--- src/rtl/lr_shift_seq_pkg.sv ---
// Shared definitions for the sequential left/right shifter.
// Direction encoding matches the flat combinational shifter.
package lr_shift_seq_pkg;

  typedef enum logic {
    LEFT  = 1'b0,
    RIGHT = 1'b1
  } shift_dir_e;

  typedef enum logic [1:0] {
    IDLE  = 2'd0,
    SHIFT = 2'd1,
    DONE  = 2'd2
  } state_e;

  function automatic int clog2(input int value);
    int r;
    r = 0;
    for (int v = value - 1; v > 0; v = v >> 1) begin
      r++;
    end
    return r;
  endfunction

endpackage

--- src/rtl/lr_shift_seq_if.sv ---
// Request/result bundle for lr_shift_seq; master is the producer/consumer side,
// slave is the shifter.
interface lr_shift_seq_if
  import lr_shift_seq_pkg::*;
#(
  parameter int WIDTH = 8
) ();

  localparam int SW = clog2(WIDTH);

  logic [WIDTH-1:0] iBits;
  logic [SW-1:0]    shift;
  shift_dir_e       dir;
  logic             i_valid;
  logic             i_ready;
  logic [WIDTH-1:0] oBits;
  logic             o_valid;
  logic             o_ready;
  logic             busy;

  modport master (
    output iBits, shift, dir, i_valid, o_ready,
    input  i_ready, oBits, o_valid, busy
  );

  modport slave (
    input  iBits, shift, dir, i_valid, o_ready,
    output i_ready, oBits, o_valid, busy
  );

endinterface

--- src/rtl/lr_shift_seq.sv ---
// One-bit-per-cycle logical shifter: result valid shift+1 cycles after accept.
// Holds one result until o_ready; in Done, i_ready follows o_ready so a new request can overlap the drain.
module lr_shift_seq
  import lr_shift_seq_pkg::*;
#(
  parameter int WIDTH = 8
) (
  input  logic         clk,
  input  logic         rst,
  lr_shift_seq_if.slave io
);

  localparam int SW = clog2(WIDTH);

  state_e           state_q, state_d;
  logic [WIDTH-1:0] data_q, data_d;
  logic [SW-1:0]    cnt_q, cnt_d;
  shift_dir_e       dir_q, dir_d;
  logic [WIDTH-1:0] step;
  logic             accept;

  // Bits pushed off the end are discarded; zero fill on the vacated side.
  always_comb begin
    step = (dir_q == RIGHT) ? (data_q >> 1) : (data_q << 1);
  end

  always_comb begin
    state_d    = state_q;
    data_d     = data_q;
    cnt_d      = cnt_q;
    dir_d      = dir_q;
    io.i_ready = 1'b0;
    io.o_valid = 1'b0;
    io.busy    = 1'b0;
    accept     = 1'b0;

    case (state_q)
      IDLE: begin
        io.i_ready = 1'b1;
      end
      SHIFT: begin
        io.busy = 1'b1;
        if (cnt_q != '0) begin
          data_d = step;
          cnt_d  = cnt_q - SW'(1);
        end else begin
          state_d = DONE;
        end
      end
      DONE: begin
        io.o_valid = 1'b1;
        io.i_ready = io.o_ready;
        if (io.o_ready) begin
          state_d = IDLE;
        end
      end
      default: begin
        state_d = IDLE;
      end
    endcase

    accept = io.i_valid && io.i_ready;
    if (accept) begin
      data_d  = io.iBits;
      cnt_d   = io.shift;
      dir_d   = io.dir;
      state_d = SHIFT;
    end
  end

  always_ff @(posedge clk or negedge rst) begin
    if (!rst) begin
      state_q <= IDLE;
      data_q  <= '0;
      cnt_q   <= '0;
      dir_q   <= LEFT;
    end else begin
      state_q <= state_d;
      data_q  <= data_d;
      cnt_q   <= cnt_d;
      dir_q   <= dir_d;
    end
  end

  assign io.oBits = data_q;

endmodule

--- src/flat_wrapper.sv ---
// flat-port wrapper written by rule: the top's interface ports become plain ports
module lr_shift_seq_flat import lr_shift_seq_pkg::*;
#(
  parameter int WIDTH = 8
)
  (clk, rst, io_iBits, io_shift, io_dir, io_i_valid, io_o_ready, io_i_ready, io_oBits, io_o_valid, io_busy);
  lr_shift_seq_if #(.WIDTH(WIDTH)) io_i ();
  input  logic clk;
  input  logic rst;
  input wire logic [$bits(io_i.iBits)-1:0] io_iBits;
  input wire logic [$bits(io_i.shift)-1:0] io_shift;
  input wire logic [$bits(io_i.dir)-1:0] io_dir;
  input wire logic [$bits(io_i.i_valid)-1:0] io_i_valid;
  input wire logic [$bits(io_i.o_ready)-1:0] io_o_ready;
  output wire logic [$bits(io_i.i_ready)-1:0] io_i_ready;
  output wire logic [$bits(io_i.oBits)-1:0] io_oBits;
  output wire logic [$bits(io_i.o_valid)-1:0] io_o_valid;
  output wire logic [$bits(io_i.busy)-1:0] io_busy;
  assign io_i.iBits = io_iBits;
  assign io_i.shift = io_shift;
  assign io_i.dir = io_dir;
  assign io_i.i_valid = io_i_valid;
  assign io_i.o_ready = io_o_ready;
  assign io_i_ready = io_i.i_ready;
  assign io_oBits = io_i.oBits;
  assign io_o_valid = io_i.o_valid;
  assign io_busy = io_i.busy;
  lr_shift_seq #(.WIDTH(WIDTH)) u_core (.clk(clk), .rst(rst), .io(io_i));
endmodule
--- config.mk ---
export PLATFORM = sky130hd
export DESIGN_NAME = lr_shift_seq_flat
export DESIGN_NICKNAME = d
export VERILOG_FILES = /design/src/rtl/lr_shift_seq_pkg.sv /design/src/rtl/lr_shift_seq_if.sv /design/src/rtl/lr_shift_seq.sv /design/src/flat_wrapper.sv
export SDC_FILE = /design/constraint.sdc
export NUM_CORES = 1
export LEC_CHECK = 0
export ABC_AREA = 1
export CORE_MARGIN = 2
export CORE_UTILIZATION = 44
export DETAILED_ROUTE_END_ITERATION = 10
export GPL_TIMING_DRIVEN = 0
export HOLD_SLACK_MARGIN = 0.15
export PLACE_DENSITY = 0.81
export SLEW_MARGIN = 20
export SYNTH_ARGS = -nofsm -noshare
export SYNTH_HDL_FRONTEND = slang
export SYNTH_SLANG_ARGS = --single-unit
--- constraint.sdc ---
create_clock -name clk -period 1.3 [get_ports clk]
set_input_delay 0.39 -clock clk [delete_from_list [all_inputs] [get_ports clk]]
set_output_delay 0.39 -clock clk [all_outputs]
set_load 0.01 [all_outputs]
# After elaboration in Yosys (flattened, before gate mapping)
# Index checks and enable logic that the tools add are counted.
dict set report op_classes {
  add_sub_neg 1
  multipliers 0
  div 0
  order_cmp 0
  eq_ne 5
  shift 0
  muxes 14
  bitwise 0
  reduce_logical 7
}
# cell n
set op_table {}
lappend op_table {{8-bit 2-to-1 mux} 4}
lappend op_table {{3-bit 2-to-1 mux} 3}
lappend op_table {{2-bit 2-to-1 mux} 3}
lappend op_table {{3-bit by 2-bit inequality test with 1-bit output (second input constant)} 2}
lappend op_table {{2-bit one-hot mux with 3 select lines} 1}
lappend op_table {{2-bit nonzero test} 2}
lappend op_table {{3-bit AND reduction} 1}
lappend op_table {{3-bit nonzero test} 1}
lappend op_table {{3-bit by 1-bit subtractor with 3-bit output (second input constant)} 1}
lappend op_table {{2-bit by 1-bit equality test with 1-bit output (second input constant)} 1}
lappend op_table {{2-bit equality test (second input constant)} 1}
lappend op_table {{2-bit logical NOT} 1}
lappend op_table {{1-bit 2-to-1 mux} 2}
lappend op_table {{2-bit by 1-bit inequality test with 1-bit output (second input constant)} 1}
lappend op_table {{1-bit one-hot mux with 2 select lines} 1}
lappend op_table {{2-bit AND reduction} 1}
lappend op_table {{1-bit logical AND} 1}
dict set report totals {
  reg_bits 14
  latch_bits 0
  ramBits 0
  rom_bits 0
  input_bits 16
  out_inout_bits 11
  n_memories 0
}

# Depth between registers and ports, before layout
dict set report logic_depth {
  depth_word 5
  ltp_mapped 7
  ltp_nobuf 7
}

# Worst setup path before layout
# No wires, ideal clock.
dict set report synth_path {
  kind {input-to-output}
  start {in io_o_ready}
  end {out io_i_ready}
  arrival_time_ps 784
  t_required_ps 910
  slack_ps 126
  stages 3
  cell_sequence {inv_1 a21oi_1 buf_4}
}
dict set report synth_via {
  elab_chain_len 1
}
# element line_no
set synth_lines {}
lappend synth_lines {{from (decl)} flat_wrapper.sv:14} ;# input wire logic [$bits(io_i.o_ready)-1:0] io_o_ready;
lappend synth_lines {{1-bit one-hot mux with 2 select lines} lr_shift_seq.sv:37} ;# case (state_q)
lappend synth_lines {{to (decl)} flat_wrapper.sv:15} ;# output wire logic [$bits(io_i.i_ready)-1:0] io_i_ready;
# No other way between the ends.

# Final worst setup path
dict set report layout_path {
  start {reg u_core.state_q[0]}
  end {out io_i_ready}
}
dict set report layout_via {
  elab_chain_len 2
  elab_cells_between_ends 3
  cone_classes {eq/ne (1); mux (1); reduce/logical (1)}
}
# element line_no
set layout_lines {}
lappend layout_lines {{from (decl)} lr_shift_seq.sv:15} ;# state_e state_q, state_d;
lappend layout_lines {{from (signal assigned)} lr_shift_seq.sv:78} ;# state_q <= state_d;
lappend layout_lines {{2-bit equality test / 2-bit logical NOT (equally long branches)} lr_shift_seq.sv:37}
lappend layout_lines {{1-bit one-hot mux with 2 select lines (*)} lr_shift_seq.sv:37}
# Mark *: on every way between the ends. The rest lies on a longest branch, timed or not.

==> metrics.md <==
| Metric | Value |
|---|---|
| IO Count | 27 |
| Maxcap violations | 0 |
| Worst Setup End Kind | output port |
| Final Hold Vio Count | 0 |
| Via density | 5.20 |
| Pin count of the biggest net entering global routing | 15 |
| Post-Syn Area | between 800 and 900 um2 |
| GRT overflow | 0 |
| Worst setup margin | -0.214 ns |
| Clock Sinks | 14 |
| Final core utilization | 0.735 |
| Setup violations, final | 5 |
| Core area | 1760 um2 |
| Vias post-DR | about 940 |
| TritonCTS clock tree | yes |
| Slew Limit Fails | 0 |
| Die width | 47.6 um |
| Row Count | 15 |
| First-pass GRT wire length | between 3000 and 4000 um |
| Final ANT Viol Nets | 0 |
| Final Non-Filler Cells | approximately 180 |
| Initial DRC count | 57 |
| Maximum vdd drop | 1440 uV |
| Sequential share of the synthesized area | 0.420 |
| Routability cong. | ~0.81 |
| H-Tree Depth | 1 |
| Total GRT Usage | 0.215 |
| Max Freq | ~0.66 GHz |
| Min Hold Slack | around 0.52 ns |
| Min-delay worst type | in -> async |
| R2r endpoint | u_core.cnt_q[2] |
| RSZ-0062 raised after global routing | yes |
| Crit Path Max Fanout | 4 |
| Violated checks | setup timing |
| WL/cell | 12.9 um |
| Critical path required time | roughly 0.91 ns |
| Reg2reg setup slack | -0.01 ns |
| Post-DP HPWL | about 1400 um |
| Nets@finish | between 150 and 200 |
| Drt first pass iters | 7 |
| Placed Instances | around 160 |
| Synth Net Count | 128 |
| Vias in the first global route | 778 |
| Clk buf depth | 2 |
| Pwr Total | 3380 uW |
| Most frequent cells in the layout | 32 x nand3_1, 31 x nand2_1, 15 x buf_4 |
| Worst-Skew Late Latency | 0.28 ns |
| Post-Route WL | around 2300 um |
| Antenna cells | 0 |
| Critical path class | reg -> out |
| Layout cells sized above 1 | 0.308 |
| Die height | about 48 um |
| Num CTS Buffers | 3 |
| CP arrival | roughly 1.1 ns |
| Status | finished with violations |
| CP Launch Type | flop |
| Pleak | ~0.00067 uW |
| CTS Root Buffer Type | clkbuf_4 |
| Yosys cell types | 22 |
| Clock Pin Slew Worst Setup and Hold Paths | ~0.080 ns |
| Initial antenna violation count | 0 |
| Post-Syn Area per Cell | between 7 and 8 um2 |
| Number of synthesized register bits | 14 |
| Clk_skew | between 0.005 and 0.006 ns |
| Tightest Pin Transition | roughly 0.67 ns |
| Initial Util | 0.473 |
| Layout Area Growth over Synthesis | 55.3% |
| Crit share post-route | 1.16 |
| Mapped Cells | between 100 and 150 |
| IO Port Bufs | 26 |
| Most common cell after layout, fill and taps aside | nand3_1 |
| P per Cell Area | approximately 2600 nW/um2 |
| Relative slew slack | 0.550 |
| # DRC | 0 |
| DIE AREA | ~2300 um2 |
| Setup Slack @ Placement | -0.977 ns |
| Period minus WS final | ~1.5 ns |
| Synth warnings | 0 |
| Worst reg2reg path depth | 6 |
| Worst R2R Start | u_core.state_q[1] |
==> cell usage after synthesis, drive strengths merged <==
cell    number  area share
a21oi        1      0.0060
nand2       33        0.16
nand3       34        0.22
buf          4       0.037
clkbuf       1      0.0045
xor2         1       0.010
dfrtp       14        0.42
ha           2       0.030
o21ai        2       0.012
or2          1      0.0075
o22ai        1      0.0075
inv         11       0.049
nand3b       1      0.0090
nor2         3       0.022
nand4        1      0.0075
==> timing repair <==
| action | CTS | global route |
|---|---|---|
| resized for setup | 43 | 17 |
| setup buffers | 14 | 4 |
| setup endpoints to repair | 21 | 22 |
| hold buffers | 0 | 0 |
| hold endpoints to repair | 0 | 0 |
| pin swaps | 3 | 0 |
==> critical path, cell delays in order (launching register included) <==
cell and delay [ns]:
dfrtp_1 0.41, buf_6 0.15, a21oi_4 0.16, buf_6 0.13
==> metrics by stage <==
stage / area (um2) / setup TNS (ns)
global route: 1300 / -0.955
detailed placement: 1130 / -5.50
global placement: 1130 / -5.07
floorplan: 835 / 0
finish: 1300 / -0.539
CTS: 1280 / -0.448
==> per-layer routing <==
layer	routed length (um)	track usage
met4	6	0.0216
met2	1210	0.359
met1	932	0.280
met5	0	0
met3	187	0.0755
==> area by class of cell <==
type                       instances  area (um2)
inverter                          11        43.8
timing repair buffer              44         375
clock buffer                       3        22.5
fill                             141         468
buffer                             4        28.8
multi-input combinational         80         444
tap                               25        31.3
sequential                        14         350
==> logic make-up after synthesis <==
family,share of synthesized area
flops,0.420
xor+xnor,0.0105
simple gates,0.423
fa+ha+maj,0.0300
compound gates,0.0255
buf+inv,0.0914
==> power by group <==
group          total [uW]  internal [uW]  switching (uW)
sequential            793            658             135
combinational        2360           1110            1250
clock                 236            107             128
==> worst max-delay path by stage <==
stage	from	to	slack (ns)	cells after the start
after global routing	u_core.state_q[0]	io_i_ready	-0.26	3
after detailed placement	io_o_ready	io_i_ready	-0.98	5
after CTS	u_core.state_q[1]	io_i_ready	-0.25	4
final	u_core.state_q[0]	io_i_ready	-0.21	3
after global placement	io_o_ready	io_i_ready	-0.96	5
after floorplan	io_o_ready	io_i_ready	0.13	3
==> state kept, by name, summed over array words and instances (netlist names) <==
register         flops
u_core.io.oBits      8
u_core.cnt_q         3
u_core.state_q       2
u_core.dir_q         1
Power figures use the tool's default switching activity.
